### src/rtl/npc_lsu_pkg.sv
`default_nettype none
// ============================================================================
// Module      : npc_lsu_pkg
// Description : Shared encodings for the load/store unit: FSM states, func3
//               load/store codes, error codes and op-legality helpers.
// Revision    : 1.0 - initial release
// ============================================================================
package npc_lsu_pkg;

  // FSM state encodings
  localparam logic [1:0] ST_IDLE = 2'b00;
  localparam logic [1:0] ST_REQ  = 2'b01;
  localparam logic [1:0] ST_RESP = 2'b10;
  localparam logic [1:0] ST_DONE = 2'b11;

  // func3 encodings (stores reuse the low three)
  localparam logic [2:0] F3_B  = 3'b000;
  localparam logic [2:0] F3_H  = 3'b001;
  localparam logic [2:0] F3_W  = 3'b010;
  localparam logic [2:0] F3_BU = 3'b100;
  localparam logic [2:0] F3_HU = 3'b101;

  // out_err codes
  localparam logic [1:0] ERR_OK       = 2'b00;
  localparam logic [1:0] ERR_MISALIGN = 2'b01;
  localparam logic [1:0] ERR_ILLEGAL  = 2'b10;
  localparam logic [1:0] ERR_TIMEOUT  = 2'b11;

  // Stores only have b/h/w; loads additionally have the unsigned b/h forms.
  function automatic logic op_legal(input logic [2:0] op, input logic is_store);
    if (is_store) return (op == F3_B) || (op == F3_H) || (op == F3_W);
    return (op == F3_B) || (op == F3_H) || (op == F3_W) || (op == F3_BU) || (op == F3_HU);
  endfunction

  // Access size comes from op[1:0]; only meaningful for legal ops.
  function automatic logic op_misaligned(input logic [2:0] op, input logic [1:0] off);
    case (op[1:0])
      2'b01:   return off[0];
      2'b10:   return off != 2'b00;
      default: return 1'b0;
    endcase
  endfunction

endpackage
`default_nettype wire

### src/rtl/npc_lsu_align.sv
`default_nettype none
// ============================================================================
// Module      : lsu_align
// Description : Byte-lane steering for the LSU: store strobes and replicated
//               store data, plus extraction/extension of load data.
// Revision    : 1.0 - initial release
// ============================================================================
module lsu_align
  import npc_lsu_pkg::*;
(
  input  logic [2:0]  mem_op,
  input  logic [1:0]  offset,
  input  logic [31:0] wdata,
  input  logic [31:0] rdata,
  output logic [3:0]  wstrb,
  output logic [31:0] wdata_rep,
  output logic [31:0] load_data
);

  logic [31:0] w_shift;

  assign w_shift = rdata >> {offset, 3'b000};

  // Lane selection by access size; op[2] marks the zero-extending loads.
  always_comb begin
    wstrb     = 4'b0000;
    wdata_rep = 32'd0;
    load_data = 32'd0;
    case (mem_op[1:0])
      2'b00: begin
        wstrb     = 4'b0001 << offset;
        wdata_rep = {4{wdata[7:0]}};
        load_data = mem_op[2] ? {24'd0, w_shift[7:0]} : {{24{w_shift[7]}}, w_shift[7:0]};
      end
      2'b01: begin
        wstrb     = 4'b0011 << offset;
        wdata_rep = {2{wdata[15:0]}};
        load_data = mem_op[2] ? {16'd0, w_shift[15:0]} : {{16{w_shift[15]}}, w_shift[15:0]};
      end
      default: begin
        wstrb     = 4'b1111;
        wdata_rep = wdata;
        load_data = w_shift;
      end
    endcase
  end

endmodule
`default_nettype wire

### src/rtl/npc_lsu.sv
`default_nettype none
// ============================================================================
// Module      : npc_lsu
// Description : Load/store unit. Turns one RV32I load/store into a single
//               word-aligned valid/ready bus beat, with response timeout.
// Revision    : 1.0 - initial release
// ============================================================================
module npc_lsu
  import npc_lsu_pkg::*;
#(
  parameter int unsigned TIMEOUT_CYCLES = 255
) (
  input  logic        clk,
  input  logic        rst,
  input  logic        in_valid,
  output logic        in_ready,
  input  logic [2:0]  mem_op,
  input  logic        mem_wen,
  input  logic        mem_ren,
  input  logic [31:0] addr,
  input  logic [31:0] wdata,
  output logic        out_valid,
  input  logic        out_ready,
  output logic [31:0] out_rdata,
  output logic [1:0]  out_err,
  output logic        req_valid,
  input  logic        req_ready,
  output logic [31:0] req_addr,
  output logic        req_wen,
  output logic [31:0] req_wdata,
  output logic [3:0]  req_wstrb,
  input  logic        resp_valid,
  output logic        resp_ready,
  input  logic [31:0] resp_rdata
);

  localparam logic        TO_EN   = (TIMEOUT_CYCLES != 0);
  localparam logic [31:0] TO_LAST = (TIMEOUT_CYCLES == 0) ? 32'd0 : 32'(TIMEOUT_CYCLES - 1);

  logic [1:0]  state_q, state_d;
  logic [2:0]  op_q, op_d;
  logic [31:0] addr_q, addr_d;
  logic [31:0] wdata_q, wdata_d;
  logic        wen_q, wen_d;
  logic [31:0] cnt_q, cnt_d;
  logic [31:0] rdata_q, rdata_d;
  logic [1:0]  err_q, err_d;

  logic [3:0]  w_wstrb;
  logic [31:0] w_wdata_rep;
  logic [31:0] w_load_data;

  lsu_align u_align (
    .mem_op    (op_q),
    .offset    (addr_q[1:0]),
    .wdata     (wdata_q),
    .rdata     (resp_rdata),
    .wstrb     (w_wstrb),
    .wdata_rep (w_wdata_rep),
    .load_data (w_load_data)
  );

  // State, request latch, timeout counter and result registers.
  always_ff @(posedge clk or posedge rst) begin
    if (rst) begin
      state_q <= ST_IDLE;
      op_q    <= 3'd0;
      addr_q  <= 32'd0;
      wdata_q <= 32'd0;
      wen_q   <= 1'b0;
      cnt_q   <= 32'd0;
      rdata_q <= 32'd0;
      err_q   <= ERR_OK;
    end else begin
      state_q <= state_d;
      op_q    <= op_d;
      addr_q  <= addr_d;
      wdata_q <= wdata_d;
      wen_q   <= wen_d;
      cnt_q   <= cnt_d;
      rdata_q <= rdata_d;
      err_q   <= err_d;
    end
  end

  // Next-state and datapath: decode at accept, run the bus beat, format result.
  always_comb begin
    state_d = state_q;
    op_d    = op_q;
    addr_d  = addr_q;
    wdata_d = wdata_q;
    wen_d   = wen_q;
    cnt_d   = cnt_q;
    rdata_d = rdata_q;
    err_d   = err_q;
    case (state_q)
      ST_IDLE: begin
        if (in_valid) begin
          op_d    = mem_op;
          addr_d  = addr;
          wdata_d = wdata;
          wen_d   = mem_wen;
          rdata_d = 32'd0;
          err_d   = ERR_OK;
          state_d = ST_DONE;
          // Illegal ops are rejected before alignment is judged.
          if (mem_wen || mem_ren) begin
            if (!op_legal(mem_op, mem_wen))              err_d   = ERR_ILLEGAL;
            else if (op_misaligned(mem_op, addr[1:0]))   err_d   = ERR_MISALIGN;
            else                                         state_d = ST_REQ;
          end
        end
      end
      ST_REQ: begin
        if (req_ready) begin
          state_d = ST_RESP;
          cnt_d   = 32'd0;
        end
      end
      ST_RESP: begin
        cnt_d = cnt_q + 32'd1;
        // A response in the expiry cycle still counts as a response.
        if (resp_valid) begin
          state_d = ST_DONE;
          rdata_d = wen_q ? 32'd0 : w_load_data;
          err_d   = ERR_OK;
        end else if (TO_EN && (cnt_q == TO_LAST)) begin
          state_d = ST_DONE;
          rdata_d = 32'd0;
          err_d   = ERR_TIMEOUT;
        end
      end
      default: begin
        if (out_ready) begin
          state_d = ST_IDLE;
          rdata_d = 32'd0;
          err_d   = ERR_OK;
          cnt_d   = 32'd0;
        end
      end
    endcase
  end

  // Handshake and bus outputs decoded from the current state.
  always_comb begin
    in_ready   = (state_q == ST_IDLE);
    req_valid  = (state_q == ST_REQ);
    resp_ready = (state_q == ST_RESP);
    out_valid  = (state_q == ST_DONE);
    req_addr   = req_valid ? {addr_q[31:2], 2'b00} : 32'd0;
    req_wen    = req_valid & wen_q;
    req_wdata  = (req_valid & wen_q) ? w_wdata_rep : 32'd0;
    req_wstrb  = (req_valid & wen_q) ? w_wstrb : 4'b0000;
    out_rdata  = rdata_q;
    out_err    = err_q;
  end

endmodule
`default_nettype wire

### config.mk
export PLATFORM = sky130hd
export DESIGN_NAME = npc_lsu
export DESIGN_NICKNAME = d
export VERILOG_FILES = /design/src/rtl/npc_lsu_pkg.sv /design/src/rtl/npc_lsu_align.sv /design/src/rtl/npc_lsu.sv
export SDC_FILE = /design/constraint.sdc
export NUM_CORES = 1
export LEC_CHECK = 0
export ABC_AREA = 1
export BUFFER_PORTS_ARGS = -buffer_cell sky130_fd_sc_hd__buf_2
export CAP_MARGIN = 20
export CORE_MARGIN = 8
export CORE_UTILIZATION = 54
export DETAILED_ROUTE_END_ITERATION = 12
export PLACE_DENSITY = 0.89
export SYNTH_ARGS = -nofsm -noshare
export SYNTH_HDL_FRONTEND = slang
export SYNTH_HIERARCHICAL = 1
export SYNTH_SLANG_ARGS = --single-unit
### constraint.sdc
create_clock -name clk -period 5.05 [get_ports clk]
set_clock_uncertainty 0.2 [all_clocks]
set_input_delay 0.2525 -clock clk [delete_from_list [all_inputs] [get_ports clk]]
set_output_delay 0.2525 -clock clk [all_outputs]
set_load 0.01 [all_outputs]
==> reports/results.txt, run 1 <==
The flow ran to the end, and the final reports show no timing, DRC or antenna violations. The die height was 141 um. Summed over all nets, the switching power comes to 2440 uW. The startpoint identified for the worst hold timing path is req_ready. The cell area that synthesis handed to floorplanning was 0.00846 mm2. From synthesis to final layout, the design area changed by 25.7%.

The final layout contains 1495 nets. Cells with a size suffix above 1 make up 24.7% of the layout. The number of cells on the worst hold path came out at 5. After detailed routing, the number of remaining DRC violations is 0. The worst hold endpoint was state_q[1]. The startpoint identified for the worst register-to-register timing path is state_q[0].

TritonCTS built the clock tree. The largest total area in the synthesized netlist belongs to sky130_fd_sc_hd__dfrtp_1. The design draws 5600 uW. After floorplanning, the core was sized to cover 0.0153 mm2. The routed design has 25.5 mm of wire. In the routed layout, each cell is associated on average with a via count of 5.36.

At the worst endpoint, the required time is 5150 ps. STA puts the critical path data arrival time at 3400 ps. The clock passes through at most 2 buffers. Measured against its own limit, the worst slew margin works out to 38.2%.

Final setup TNS: 0 ps. Max-cap violations in this run came to 0. The aggregate global-route resource usage is 25.5%, and the net switching fraction of the power is 43.7%. After the first detailed-routing iteration, the DRC count stood at 750. For this design, the sink count on the clock tree is 136. Counting flops and latches in the post-synthesis netlist gives 136. The logs give 55.4% for the initial core utilization and 94 for the maximum number of pins on one net before global-route repair. The row count was 45. Once detailed placement completed, the half-perimeter wirelength came to 16.7 mm. In this run the power density over the cells is 526 mW/mm2.

The cell count after synthesis came out at 1134. The top cell type's share of synthesized area works out to 40.2%. Of the total power, combinational logic draws 47.6%. The later pin in the worst-skew pair is clocked with a latency of 410 ps. The internal power of the cells totals 3150 uW.

The launching element type of the critical path is a flip-flop. STA classifies the critical path endpoint as a flip-flop. The worst setup path is of the reg2reg kind. Total I/O pin count: 214.

The count of unique library cells instantiated by Yosys is 38. By count the netlist is led by sky130_fd_sc_hd__nand2_1 (306), sky130_fd_sc_hd__inv_1 (170), sky130_fd_sc_hd__nor2_1 (145). The number of port buffers came out at 211. Area of the die: 0.0199 mm2. The post-CTS clock slew at the launch and capture registers of the worst setup and hold paths is 60 ps. Dividing the final minimum period by the clock period gives 65.4%. The first global-routing pass estimated 41.1 mm of wire.

The run gives 0 as the number of max-slew violations in the final report. Among all flip-flop cells after synthesis, the most frequent one is sky130_fd_sc_hd__dfrtp_1. Setup repair after global routing left no endpoint under its margin.

Measured in cells, the most critical reg-to-reg path has a length of 9. The cell at the root of the clock tree was sky130_fd_sc_hd__clkbuf_16. The die width came out at 141 um. Among all cell types in the netlist, the one instantiated most often is sky130_fd_sc_hd__nand2_1. The pre-antenna-repair detailed-routing pass consisted of 6 iterations. For this run, the register share of the synthesized area comes to 40.2%.

The static power due to leakage came out at 0.00602 uW. The clock network accounts for 21.1% of the total power. After layout, the minimum clock period comes to 3300 ps. The top fanout value on the critical path is 20. Share of the core filled with cells in the final layout: 69.7%. The number of global-route vias before repair is 8402. The logs give 0.403 mV for the maximum VDD drop and 6 for the count of yosys warnings during synthesis. The worst hold slack across all endpoints was 60.0 ps; the final count of negative-setup-slack endpoints was 0. The count of nets left with antenna violations once routing finished came out at 0. Across all layers, the routed design uses 8609 vias. The average wire per standard cell was 15.9 um; the number of clock buffers inserted by TritonCTS was 17. Per report_power, the sequential group accounts for 31.4% of the total. For flop-to-flop paths, the worst setup slack is 1750 ps. The path class of the tightest hold or removal check is in2reg.

The endpoint identified for the worst register-to-register timing path is cnt_q[25]. The post-route standard cell area excluding fillers was 0.0106 mm2; the initial antenna violation count was 4. For the pin with the worst max-slew slack, the measured transition is 927 ps. Top achievable clock speed: 0.303 GHz. Of all flip-flops after synthesis, the portion carrying an async set or reset was 100%.

The number of hold violations in the final report was 0. The synthesized design contains 0 enable-type register cells. Summed over all layers, the global routing overflow is 0.

Averaged over all synthesized cells, the footprint is 7.46 um2. Once placement finished, the instance area stood at 0.00935 mm2. Ranked by total cell area, the synthesized netlist is headed by sky130_fd_sc_hd__dfrtp_1 (40%), sky130_fd_sc_hd__nand2_1 (14%), sky130_fd_sc_hd__mux2_2 (8.5%). The placer's final routability congestion estimate is 0.909, and the H-tree depth reported by CTS is 4.
-- worst max path at each step --
stage / to / cells past startpoint / startpoint / slack [ps]
after floorplan: addr_q[0] / 1 / rst / 960
after global placement: cnt_q[23] / 8 / state_q[0] / 1720
after detailed placement: cnt_q[23] / 9 / state_q[0] / 1820
after CTS: cnt_q[23] / 9 / state_q[0] / 1810
after global routing: cnt_q[25] / 9 / state_q[0] / 1550
final: cnt_q[25] / 9 / state_q[0] / 1750
-- logic make-up (layout without fill, tap and decap cells) --
| kind of cell | Yosys count | count (layout) | share of synthesized area, % |
|---|---|---|---|
| AND/OR/NAND/NOR | 592 | 592 | 30.0 |
| buffers and inverters | 239 | 495 | 13.8 |
| flip-flops | 136 | 136 | 40.2 |
| AO/OA/AOI/OAI | 91 | 91 | 5.86 |
| multiplexers | 64 | 64 | 8.52 |
| adder cells (fa/ha/maj) | 10 | 10 | 1.48 |
| other | 1 | 5 | 0.0443 |
| XOR/XNOR | 1 | 1 | 0.104 |
-- worst max-delay path, cell delays in order, from the launching register on --
cell                       delay [ps]
sky130_fd_sc_hd__dfrtp_1          530
sky130_fd_sc_hd__ha_1             650
sky130_fd_sc_hd__buf_8            250
sky130_fd_sc_hd__nor2_2            70
sky130_fd_sc_hd__nand2_1           80
sky130_fd_sc_hd__o211ai_2         210
sky130_fd_sc_hd__nor2_1           670
sky130_fd_sc_hd__nand3_1          230
sky130_fd_sc_hd__o21ai_0          230
sky130_fd_sc_hd__nor2_1            60
-- repair_timing --
action	CTS	global route
endpoints found under the hold margin	160	0
hold buffers	69	0
setup buffers	0	0
setup endpoints to repair	0	0
resized for setup	0	0
-- per-layer routing --
layer	GRT usage, %	share of wire, %	vias to the layer above
li1	-	-	4041
met1	29.2	39	4005
met2	41.8	48	456
met3	7.87	8.7	105
met4	14.4	4.8	2
met5	0	0.047	-
-- stage by stage --
step | std cells | setup slack (ps)
after floorplan | 1135 | 958
after global placement | 1499 | 1720
after detailed placement | 1500 | 1820
after CTS | 1601 | 1810
after global routing | 1605 | 1550
final | 1605 | 1750
-- power by group through the flow --
| stage | clock network [uW] | registers (uW) | logic (uW) |
|---|---|---|---|
| 2_1_floorplan | 0 | 1670 | 2080 |
| 3_3_place_gp | 0 | 1730 | 2470 |
| 3_5_place_dp | 0 | 1750 | 2530 |
| 4_1_cts | 1190 | 1740 | 2590 |
| 5_1_grt | 1240 | 1800 | 2950 |
| 6_report | 1180 | 1750 | 2660 |
-- state kept, by name (all words and copies together), names as in the netlist --
register and flops:
addr_q 32, cnt_q 32, out_rdata 32, wdata_q 32, op_q 3, out_err 2, state_q 2, wen_q 1
-- layout by cell type (no fill, tap or decap), types with 17 or more instances in the layout --
master / Yosys / final
sky130_fd_sc_hd__inv_1: 170 / 169
sky130_fd_sc_hd__a21oi_1: 30 / 30
sky130_fd_sc_hd__nor2_1: 145 / 145
sky130_fd_sc_hd__nand4_1: 48 / 48
sky130_fd_sc_hd__clkbuf_16: 0 / 17
sky130_fd_sc_hd__nand2_1: 306 / 305
sky130_fd_sc_hd__o21ai_0: 41 / 41
sky130_fd_sc_hd__dfrtp_1: 136 / 136
sky130_fd_sc_hd__buf_2: 18 / 211
sky130_fd_sc_hd__nand3_1: 59 / 59
sky130_fd_sc_hd__dlygate4sd3_1: 0 / 69
sky130_fd_sc_hd__mux2_2: 64 / 64
-- layout make-up --
class	instances	area (um2)
repair buffers	289	1830
well taps	211	264
clock buffers	21	460
inverters	174	663
multi-input cells	760	3900
clock inverters	11	100
diodes	3	7.51
fillers	1209	4630
flip-flops and latches	136	3400
Note: power is estimated with default switching activity, not from simulation.
==> inputs of run 2 (changes only) <==
- clock period: 5.05 -> 3.4 ns (I/O delays scaled with it)
==> run 2 against run 1 <==
  * Non-clock buffer count rose by 10
  * Sequential share of layout area fell by 0.51 points
  * Wire length down 2.2%
  * Die area did not move
  * First-iteration DRC count shrank 11%
  * Via count decreased by 2.7%
  * Core utilization rose by 1.1 points
  * Design area is 1.6% higher
  * Clock power rose by 67%
  * Largest power group unchanged
==> reports/results.txt, run 2 (synthesized netlist as in run 1, its figures left out) <==
The source-to-sink clock delay at the later pin of the worst-skew pair came out at 430 ps (+20 ps). The number of max-slew violations in the final report was 0 (unchanged). The slew at the pin closest to its max-slew limit is 707 ps (-220 ps), and the total power density per cell area is 791 mW/mm2 (+50%). The number of port buffers was 211 (unchanged).

The post-CTS clock slew at the launch and capture registers of the worst setup and hold paths was 60 ps (about the same); the number of DRC markers after the initial detailed-route iteration was 666 (-11%). The tools report the routed wire length as 25.0 mm (-2.2%). For the vias after detailed routing, the log shows 8379 (-2.7%).

The kind of cell with the highest combined delay along the critical path is buffers and inverters. Total I/O pin count: 214 (unchanged). The growth of design area from synthesis to finish came out at 27.7%. Average wire per standard cell: 15.5 um (-2.6%). The tools report the maximum VDD drop as 0.592 mV (+47%). The flow ran to the end, and the final reports show no timing, DRC or antenna violations.

The die height works out to 141 um (unchanged). TritonCTS built the clock tree. For the number of hold violations in the final report, the log shows 0 (unchanged). The library cells used most frequently in the layout, excluding fill and tap cells, are sky130_fd_sc_hd__nand2_1 (305), sky130_fd_sc_hd__buf_2 (211), sky130_fd_sc_hd__inv_1 (169), sky130_fd_sc_hd__nor2_1 (145), sky130_fd_sc_hd__dfrtp_1 (136). The area of the die was 0.0199 mm2 (unchanged). HPWL reported at the end of detailed placement: 16.8 mm (+0.42%). Cell at the root of the clock tree: sky130_fd_sc_hd__clkbuf_16. The logs give 1179 (-2.5%) for the filler cell count and 3030 ps (-2120 ps) for the required time reported for the critical path endpoint. The endpoint type of the worst setup path is a primary output.

The data arrival time at the worst-slack endpoint is 2330 ps (-1070 ps), and the placeable core area is 0.0153 mm2 (unchanged). The logs give 40.5 mm (-1.6%) for the wire length of the first global-routing pass and 45 (unchanged) for the row count. The number of clock buffers inserted by TritonCTS is 17 (unchanged), and the clock net sink count is 136 (unchanged). The first-pass detailed-route iteration total was 7 (+1). Walking the worst path, the cells encountered are buf_4 -> nor2_1 -> buf_4 -> nand2_1 -> o211ai_1 -> inv_1 -> nor2_1 -> buf_2. The smallest clock period supported by the final layout is computed as 2700 ps.

For the number of buffers between clock root and the deepest sink, the log shows 2 (unchanged). The tools report the area of the multi-input gates as 0.00390 mm2 (unchanged). Dividing the final minimum period by the clock period gives 79.3%. The H-tree depth reported by CTS is 4 (unchanged), and the placer's final routability congestion estimate is 0.910 (about the same).

Class of the tightest hold or removal check: in2reg. The final setup TNS is 0 ps (unchanged), and the aggregate global-route resource usage is 25.2% (-0.35 points). The tools report the launching element type of the critical path as a flip-flop. The logs give 0.00611 uW (+1.5%) for the static power due to leakage and 14.0 ps (-46.1 ps) for the worst hold slack across all endpoints.

The tools report the count of max-cap constraint violations as 0 (unchanged). The type of the worst setup path was reg2out. The tools report the remaining design rule violation count as 0 (unchanged). For the final total power, the log shows 8550 uW (+53%). Share of cells above drive strength 1: 25.2% (+0.48 points). Most common cell after layout, fill and taps aside: sky130_fd_sc_hd__nand2_1.

The run gives 1505 (+0.67%) as the net count of the finished layout. The die width came out at 141 um (unchanged). Highest-delay cell along the critical path: sky130_fd_sc_hd__dfrtp_1.

The relative max-transition margin was 52.8% (+15 points); the top fanout value on the critical path was 17 (-15%). The sequential cell area was 0.00340 mm2 (unchanged); the maximum number of pins on one net before global-route repair was 73 (-22%). The initial antenna violation count was 1 (-3). Setup repair after global routing left no endpoint under its margin. The average vias per placed instance works out to 5.20 (-3.1%).

The largest stage delay on the critical path was 420 ps (-250 ps). The run gives 8201 (-2.4%) as the number of global-route vias before repair. The logs give 0 (unchanged) for the final count of negative-setup-slack endpoints and 0 (unchanged) for the count of antenna-violating nets left after detailed routing.

The tools report the remaining global-route overflow as 0 (unchanged). Based on the critical path, the design can be clocked at up to 0.371 GHz. The buffering stage count on the worst path with inverters included is 4 (+3). Initial core utilization: 55.4% (unchanged).
## run 2: what timing repair did
item	4_1_cts	5_1_grt
gates resized for setup	0	0
hold buffers	71	0
buffers inserted	0	0
hold endpoints to repair	206	0
## run 2: final cells by class
class	count	share of cell area, %
clock inverter	12	1.62
timing repair buffer	299	18.0
inverter	174	6.13
sequential	136	31.5
multi-input combinational	760	36.1
antenna	1	0.0232
tap	211	2.44
clock buffer	19	4.19
## run 2: metal layers
layer,share of wire [%],track usage [%],vias up
met5,0,0,-
met2,48,42.1,383
li1,-,-,4052
met1,40,29.0,3870
met3,8.6,8.27,74
met4,3.4,10.9,0
## run 2: worst paths after layout
path | startpoint | endpoint | slack, ps | depth (start not counted)
setup / recovery | op_q[1] | req_wdata[25] | 700 | 8
hold / removal | resp_rdata[0] | out_rdata[0] | 10 | 7
setup reg to reg | state_q[0] | cnt_q[4] | 730 | 9
hold reg to reg | out_rdata[3] | out_rdata[3] | 260 | 2
max in group asynchronous | rst | out_rdata[22] | 2340 | 4
min in group asynchronous | rst | cnt_q[17] | 100 | 3
## run 2: worst reg2reg max path, cell delays in order, from the launching register on
cell and delay [ps]:
sky130_fd_sc_hd__dfrtp_1 490, sky130_fd_sc_hd__ha_1 270, sky130_fd_sc_hd__buf_4 200, sky130_fd_sc_hd__nor2_2 150, sky130_fd_sc_hd__nand2_1 80, sky130_fd_sc_hd__o211ai_2 180, sky130_fd_sc_hd__nor2_2 100, sky130_fd_sc_hd__inv_1 540
sky130_fd_sc_hd__o21ai_0 210, sky130_fd_sc_hd__a21oi_1 160
## run 2: report_power, final
part	switching (uW)	internal [uW]
Combinational	2510	1530
Sequential	374	2160
Clock	710	1260
## run 2: through the flow
step	utilization [%]	instances	worst slack, ps	area [um2]
floorplan	-	1135	1300	8470
global placement	61.9	1508	879	9440
detailed placement	62.0	1509	753	9460
CTS	70.8	1611	735	10800
global route	70.8	1612	393	10800
finish	70.8	1612	703	10800
